--- src/rtl/push_stage.sv ---
// push_stage: selects the stack push value and registers it with a valid strobe.
// Shifts run iteratively, one bit per cycle, under a start/busy/valid handshake.
module push_stage #(
    parameter int WIDTH     = 16,
    parameter int NREGS     = 4,
    parameter int IMM_W     = 8,
    parameter int DEF_SHAMT = 7,
    localparam int SW = $clog2(WIDTH) + 1,
    localparam int AW = $clog2(NREGS)
) (
    input  logic             clk,
    input  logic             reset,
    input  logic             start,
    input  logic [2:0]       push_src,
    input  logic             shift_src,
    input  logic             shamt_src,
    input  logic [1:0]       shift_mode,
    input  logic [SW-1:0]    shamt_in,
    input  logic             reg_write,
    input  logic [AW-1:0]    reg_addr,
    input  logic [IMM_W-1:0] imm_in,
    input  logic [WIDTH-1:0] a_in,
    input  logic [WIDTH-1:0] b_in,
    input  logic [WIDTH-1:0] alu_in,
    input  logic [WIDTH-1:0] mem_in,
    input  logic [WIDTH-1:0] se_in,
    output logic [WIDTH-1:0] push_val,
    output logic             valid,
    output logic             busy
);

    typedef enum logic {
        S_IDLE  = 1'b0,
        S_SHIFT = 1'b1
    } state_t;

    state_t           state_q, state_d;
    logic [SW-1:0]    cnt_q, cnt_d;
    logic [WIDTH-1:0] work_q, work_d;
    logic [1:0]       mode_q, mode_d;
    logic [WIDTH-1:0] pv_q, pv_d;
    logic             valid_q, valid_d;
    logic [WIDTH-1:0] regs_q [NREGS];

    logic [SW-1:0]    amt;
    logic [SW-1:0]    n_eff;
    logic [WIDTH-1:0] sh_op;
    logic [WIDTH-1:0] src_val;

    // One bit of shift in the requested mode.
    function automatic logic [WIDTH-1:0] step_f(
        input logic [1:0]       m,
        input logic [WIDTH-1:0] v
    );
        logic [WIDTH-1:0] r;
        unique case (m)
            2'b00: r = {v[WIDTH-2:0], 1'b0};
            2'b01: r = {1'b0, v[WIDTH-1:1]};
            2'b10: r = {v[WIDTH-1], v[WIDTH-1:1]};
            2'b11: r = {v[0], v[WIDTH-1:1]};
        endcase
        return r;
    endfunction

    // Effective shift count: clamp for shifts, modulo for rotate.
    always_comb begin
        amt   = shamt_src ? shamt_in : SW'(DEF_SHAMT);
        sh_op = shift_src ? se_in : a_in;
        if (shift_mode == 2'b11) begin
            n_eff = SW'(32'(amt) % WIDTH);
        end else if (amt > SW'(WIDTH)) begin
            n_eff = SW'(WIDTH);
        end else begin
            n_eff = amt;
        end
    end

    // Non-shift source select; regfile read sees pre-write contents.
    always_comb begin
        src_val = pv_q;
        unique case (push_src)
            3'd0: src_val = WIDTH'(imm_in);
            3'd1: src_val = a_in;
            3'd2: src_val = pv_q;
            3'd3: src_val = mem_in;
            3'd4: src_val = regs_q[reg_addr];
            3'd5: src_val = alu_in;
            3'd6: src_val = b_in;
            3'd7: src_val = pv_q;
        endcase
    end

    // Next-state and result logic for the IDLE/SHIFT controller.
    always_comb begin
        state_d = state_q;
        cnt_d   = cnt_q;
        work_d  = work_q;
        mode_d  = mode_q;
        pv_d    = pv_q;
        valid_d = 1'b0;
        unique case (state_q)
            S_IDLE: begin
                if (start) begin
                    if (push_src != 3'd2) begin
                        pv_d    = src_val;
                        valid_d = 1'b1;
                    end else if (n_eff == '0) begin
                        pv_d    = sh_op;
                        valid_d = 1'b1;
                    end else if (n_eff == SW'(1)) begin
                        pv_d    = step_f(shift_mode, sh_op);
                        valid_d = 1'b1;
                    end else begin
                        work_d  = step_f(shift_mode, sh_op);
                        cnt_d   = n_eff - SW'(1);
                        mode_d  = shift_mode;
                        state_d = S_SHIFT;
                    end
                end
            end
            S_SHIFT: begin
                work_d = step_f(mode_q, work_q);
                cnt_d  = cnt_q - SW'(1);
                if (cnt_q == SW'(1)) begin
                    pv_d    = step_f(mode_q, work_q);
                    valid_d = 1'b1;
                    state_d = S_IDLE;
                end
            end
        endcase
    end

    // Controller and result registers.
    always_ff @(posedge clk or negedge reset) begin
        if (!reset) begin
            state_q <= S_IDLE;
            cnt_q   <= '0;
            work_q  <= '0;
            mode_q  <= '0;
            pv_q    <= '0;
            valid_q <= 1'b0;
        end else begin
            state_q <= state_d;
            cnt_q   <= cnt_d;
            work_q  <= work_d;
            mode_q  <= mode_d;
            pv_q    <= pv_d;
            valid_q <= valid_d;
        end
    end

    // Local register file, written independently of the controller.
    always_ff @(posedge clk or negedge reset) begin
        if (!reset) begin
            for (int i = 0; i < NREGS; i++) begin
                regs_q[i] <= '0;
            end
        end else if (reg_write) begin
            regs_q[reg_addr] <= a_in;
        end
    end

    assign push_val = pv_q;
    assign valid    = valid_q;
    assign busy     = (state_q == S_SHIFT);

endmodule

--- config.mk ---
export PLATFORM = sky130hd
export DESIGN_NAME = push_stage
export DESIGN_NICKNAME = d
export VERILOG_FILES = /design/src/rtl/push_stage.sv
export SDC_FILE = /design/constraint.sdc
export NUM_CORES = 1
export LEC_CHECK = 0
export ABC_AREA = 1
export ABC_CLOCK_PERIOD_IN_PS = 3700
export CAP_MARGIN = 20
export CORE_MARGIN = 2
export CORE_UTILIZATION = 56
export CTS_BUF_LIST = sky130_fd_sc_hd__clkbuf_4
export CTS_CLUSTER_SIZE = 24
export DETAILED_ROUTE_END_ITERATION = 7
export PLACE_DENSITY = 0.94
export SYNTH_ARGS = -nofsm -noshare
export SYNTH_HDL_FRONTEND = slang
export SYNTH_SLANG_ARGS = --single-unit
--- constraint.sdc ---
create_clock -name clk -period 3.7 [get_ports clk]
set_clock_uncertainty 0.15 [all_clocks]
set_input_delay 0.74 -clock clk [delete_from_list [all_inputs] [get_ports clk]]
set_output_delay 0.74 -clock clk [all_outputs]
set_load 0.05 [all_outputs]
# Word level (Yosys, flattened, before mapping)
# Cells that the tools add are included.
# op_classes
add_sub_neg	2
eq_ne	23
mux	41
bitwise	5
reduce_logical	9
magnitude_cmp	3
# op_table
operator	count
two-way mux 16 bit	13
one-hot mux 16 bit (4 select lines)	2
one-hot mux 16 bit (6 select lines)	1
bitwise mux 64 bit	1
one-hot mux 16 bit (2 select lines)	2
two-way mux 5 bit	7
binary-select mux 16 bit (select 2 bit)	1
demux 16 bit (select 2 bit)	1
equality test 3 bit, second input constant	4
equality test 5 x 1 -> 1 bit, second input constant	2
two-way mux 1 bit	10
one-hot mux 5 bit (2 select lines)	1
subtractor 5 x 1 -> 5 bit, second input constant	2
equality test 2 bit, second input constant	4
!= test 2 bit, second input constant	4
AND reduction 4 bit	2
equality test 3 x 2 -> 1 bit, second input constant	2
greater-than comparator 5 bit, second input constant	1
zero test 5 bit	1
AND reduction 5 bit	1
equality test 2 x 1 -> 1 bit, second input constant	2
zero test 2 bit	2
!= test 4 bit, second input constant	1
NOT 1 bit	4
other kinds (11)	12
# totals
reg_bits	105
in_bits	106
elab_cells	93

# Logic depth before layout (Yosys ltp)
# depth
depth_word	10
mapped_depth	15

# Worst setup path after synthesis
# OpenSTA, ideal clock, no wires.
# synth_path
path_type	input to register
startpoint	in shift_mode[1]
endpoint	reg work_q[4]
n_path_buf	1
arrival_ns	2.280
slack_ns	1.150
path_stages	14
setup_time_ns	0.120
cell_sequence	nand2_1 clkinv_1 nor2_2 a21oi_1 inv_1 ha_1 or2_2 nand4_1 nand3_1 nand2_2 inv_2 buf_2 nand2_1 nand2_1
# synth_via
elab_chain_cells	7
# synth_rtl
item	line_no	rtl
start: declaration	17	input logic [1:0] shift_mode,
equality test 2 bit (tied with other cells)	56, 69	
one-hot mux 16 bit (4 select lines)	56	unique case (m)
two-way mux 16 bit	110	end else if (n_eff == SW'(1)) begin
two-way mux 16 bit	107	end else if (n_eff == '0) begin
two-way mux 16 bit	104	if (push_src != 3'd2) begin
two-way mux 16 bit	103	if (start) begin
one-hot mux 16 bit (2 select lines)	101	unique case (state_q)
end signal: assignment	145	work_q <= work_d;
end: declaration	39	logic [WIDTH-1:0] work_q, work_d;
# Several ways; a longest one is shown, not always the timed one. The select of a mux whose other input is x is not followed.
# A chain may end at the register's enable or synchronous reset.

# Final worst setup path
# layout_path
startpoint	in shift_mode[0]
endpoint	reg cnt_q[0]
# layout_via
elab_chain_cells	8
# layout_rtl
item	line_no	rtl
equality test 2 bit (*)	69	if (shift_mode == 2'b11) begin
two-way mux 5 bit (*)	69	
subtractor 5 x 1 -> 5 bit	115	cnt_d = n_eff - SW'(1);
two-way mux 5 bit	110	
two-way mux 5 bit	107	
two-way mux 5 bit	104	
two-way mux 5 bit	103	
one-hot mux 5 bit (2 select lines)	101	
end signal: assignment	144	cnt_q <= cnt_d;
end: declaration	38	logic [SW-1:0] cnt_q, cnt_d;
# Every way passes the cells marked *; elsewhere a longest branch is shown, timed or not. The select of a mux whose other input is x is not followed.

==> run_results.csv <==
group,metric,value,unit
setup_path,worstSetupEndpointType,"flip-flop",
floorplanning,die_area,13020,um^2
setup_path,worstSetupStartpoint,"shift_mode[0]",
setup_path,rrSetupSlack,1.68,ns
drt,drc_errors,0,
cells_and_area,drive_above_1_share,5.363,%
logic_synthesis,yosysWarnings,0,
setup_path,endpoint,"cnt_q[0]$_DFFE_PN0P_",
clocking,cts-resized-gates,0,
placement,portBuffers,123,
clocking,cts.htree.levels,3,
logic_synthesis,synth_seq_cells,105,
cells_and_area,final_cell_mix,"nand2_1 (408), o21ai_0 (146), clkdlybuf4s50_1 (122)",
sta,setup_tns,0,ns
drt,firstDrtPassIters,5,
sta,fin_crit,3.002,ns
floorplanning,dieHeight,114.1,um
clocking,insertion_delay,0.49,ns
setup_path,crit_path_max_fanout,6,
cells_and_area,fin_area,8247,um^2
placement,dp_slack,0.1913,ns
floorplanning,initial_utilization,56.99,%
floorplanning,die_w,114.1,um
global_routing,track_usage,32.38,%
clocking,clk_pin_slew,0.17,ns
outcome,outcome,"completed",
sta,setup_slack,0.6976,ns
sta,tightest_slew,0.7674,ns
sta,slew_headroom,48.79,%
drt,vias,7536,
cells_and_area,nets,1262,
drt,viasPerCell,5.779,
logic_synthesis,synth.net_count,1161,
min_path,holdCritPathClass,"in2async",
floorplanning,placementRows,40,
placement,dp_hpwl,14780,um
clocking,cts_tree,"done",
logic_synthesis,synth_cell_type_count,30,
sta,slew_violations,0,
setup_path,start_kind,"input port",
floorplanning,coreArea,11910,um^2
drt,drt_iter0_drc,1026,
power,leakagePower,4.176,nW
sta,fmax,0.3331,GHz
clocking,clk_path_buf_depth,2,
global_routing,grt_start_max_net_pins,60,
sta,setup_viol,0,
sta,finalHoldViolCount,0,
cells_and_area,final_common_cell,"nand2_1",
global_routing,grt-ovfl-total,0,
flow_run,maxCapViolations,0,
logic_synthesis,syn_inst,1050,
sta,fin_crit_sh,81.15,%
logic_synthesis,ys_seq_area_share,38.71,%
clocking,ctsHoldBuffers,0,
clocking,cts_made_buffers,9,
logic_synthesis,netlist.area_leader.share,38.71,%
drt,wl,20570,um
clocking,clock_sinks,105,
setup_path,worstRegToRegCells,7,
clocking,post-cts-setup-buffers,0,
logic_synthesis,syn-cell-area,6788,um^2
logic_synthesis,synth.avg_cell_area,6.465,um^2
power,p_per_area,528.5,nW/um^2
setup_path,timing.rr.end,"work_q[2]$_DFFE_PN0P_",
setup_path,cp.arrival,3.26,ns
placement,dpl-instance-area,8123,um^2
drt,ant_nets,0,
global_routing,grt_first_pass_wirelength,33150,um
global_routing,grt_pass1_vias,6846,
global_routing,antenna_found_initial,0,
setup_path,r2r-start,"mode_q[0]$_DFFE_PN0P_",
floorplanning,ios,124,
logic_synthesis,synth_area_leaders,"dfrtp_1 (39%), nand2_1 (23%), o21ai_0 (11%), nand3_1 (5.5%), inv_1 (4.8%)",
power,peakVddDrop,0.0006056,V
placement,finalWeightedCongestion,0.9331,
drt,wire_per_inst,15.77,um
setup_path,path_class,"in2reg",
clocking,root_buffer,"clkbuf_4",
setup_path,required,3.96,ns
logic_synthesis,synth_largest_area_cell,"dfrtp_1",
sta,grt_setup_unrepaired,"false",
cells_and_area,area_delta_synth_final,21.49,%
==> synth_stat cells, drive strengths merged <==
cell type / number
nor3: 4
buf: 29
nand3: 76
a21boi: 10
o211ai: 3
inv: 92
nor2: 85
xnor2: 1
xor2: 1
clkinv: 2
ha: 5
or2: 1
a21oi: 15
o22ai: 1
o21a: 1
clkbuf: 28
dfrtp: 105
o21ai: 147
nand2: 413
nand4: 31
==> sequential cells by signal (all words and copies together) (netlist names) <==
signal,count
valid,1
cnt_q,5
busy,1
regs_q,64
push_val,16
work_q,16
mode_q,2
==> cell type report <==
| cell class | instances | area [um^2] |
|---|---|---|
| fill | 988 | 3665 |
| multi-input combinational | 794 | 3537 |
| sequential | 105 | 2628 |
| timing repair buffer | 147 | 1421 |
| inverter | 94 | 352.8 |
| tap | 147 | 183.9 |
| clock buffer | 9 | 67.56 |
| clock inverter | 7 | 53.80 |
| antenna | 1 | 2.502 |
==> routing by layer <==
metal / vias up / part of all wire (%) / global-route usage, %
li1: 3551 / - / -
met5: - / 0 / 0
met3: 68 / 12 / 5.453
met1: 3417 / 39 / 44.42
met4: 0 / 3.4 / 12.93
met2: 500 / 45 / 51.59
==> how the worst min path moves through the flow <==
stage	end	slack, ns	cells past startpoint
2_1_floorplan	busy$_DFF_PN0_	0.29	0
3_3_place_gp	regs_q[22]$_DFFE_PN0P_	0.32	2
3_5_place_dp	regs_q[19]$_DFFE_PN0P_	0.32	2
4_1_cts	regs_q[45]$_DFFE_PN0P_	0.1	1
5_1_grt	regs_q[45]$_DFFE_PN0P_	0.11	1
6_report	regs_q[61]$_DFFE_PN0P_	0.08	1
==> critical path: stages <==
cell and delay, ns:
clkdlybuf4s50_1 0.54, nand2_1 0.16, clkinv_1 0.11, nor2_2 0.06
a21oi_1 0.17, inv_1 0.11, ha_1 0.22, or2_2 0.27
nand4_1 0.15, nand2_1 0.08, nor2_1 0.39, nand2_1 0.12
o211ai_1 0.13
==> power breakdown <==
part	leakage [nW]	switching [mW]	internal, mW
Clock	0.0642	0.418	0.144
Combinational	2.82	1.38	0.736
Sequential	1.29	0.199	1.48
==> through the flow <==
| stage | hold WS (ns) | std cells | utilization [%] | power (mW) |
|---|---|---|---|---|
| floorplan | 0.2944 | 1050 | - | 3.121 |
| global placement | 0.3151 | 1287 | 68.19 | 3.707 |
| detailed placement | 0.3232 | 1287 | 68.19 | 3.785 |
| CTS | 0.09680 | 1303 | 69.21 | 4.333 |
| global route | 0.1115 | 1303 | 69.21 | 4.657 |
| finish | 0.08016 | 1304 | 69.23 | 4.358 |
==> cells by family after synthesis <==
kind of cell | share of synthesized area [%]
AO/OA/AOI/OAI | 13.81
XOR/XNOR | 0.2581
buffers and inverters | 9.180
adder cells (fa/ha/maj) | 0.9217
AND/OR/NAND/NOR | 37.12
flip-flops | 38.71
(Power assumes the default switching activity.)
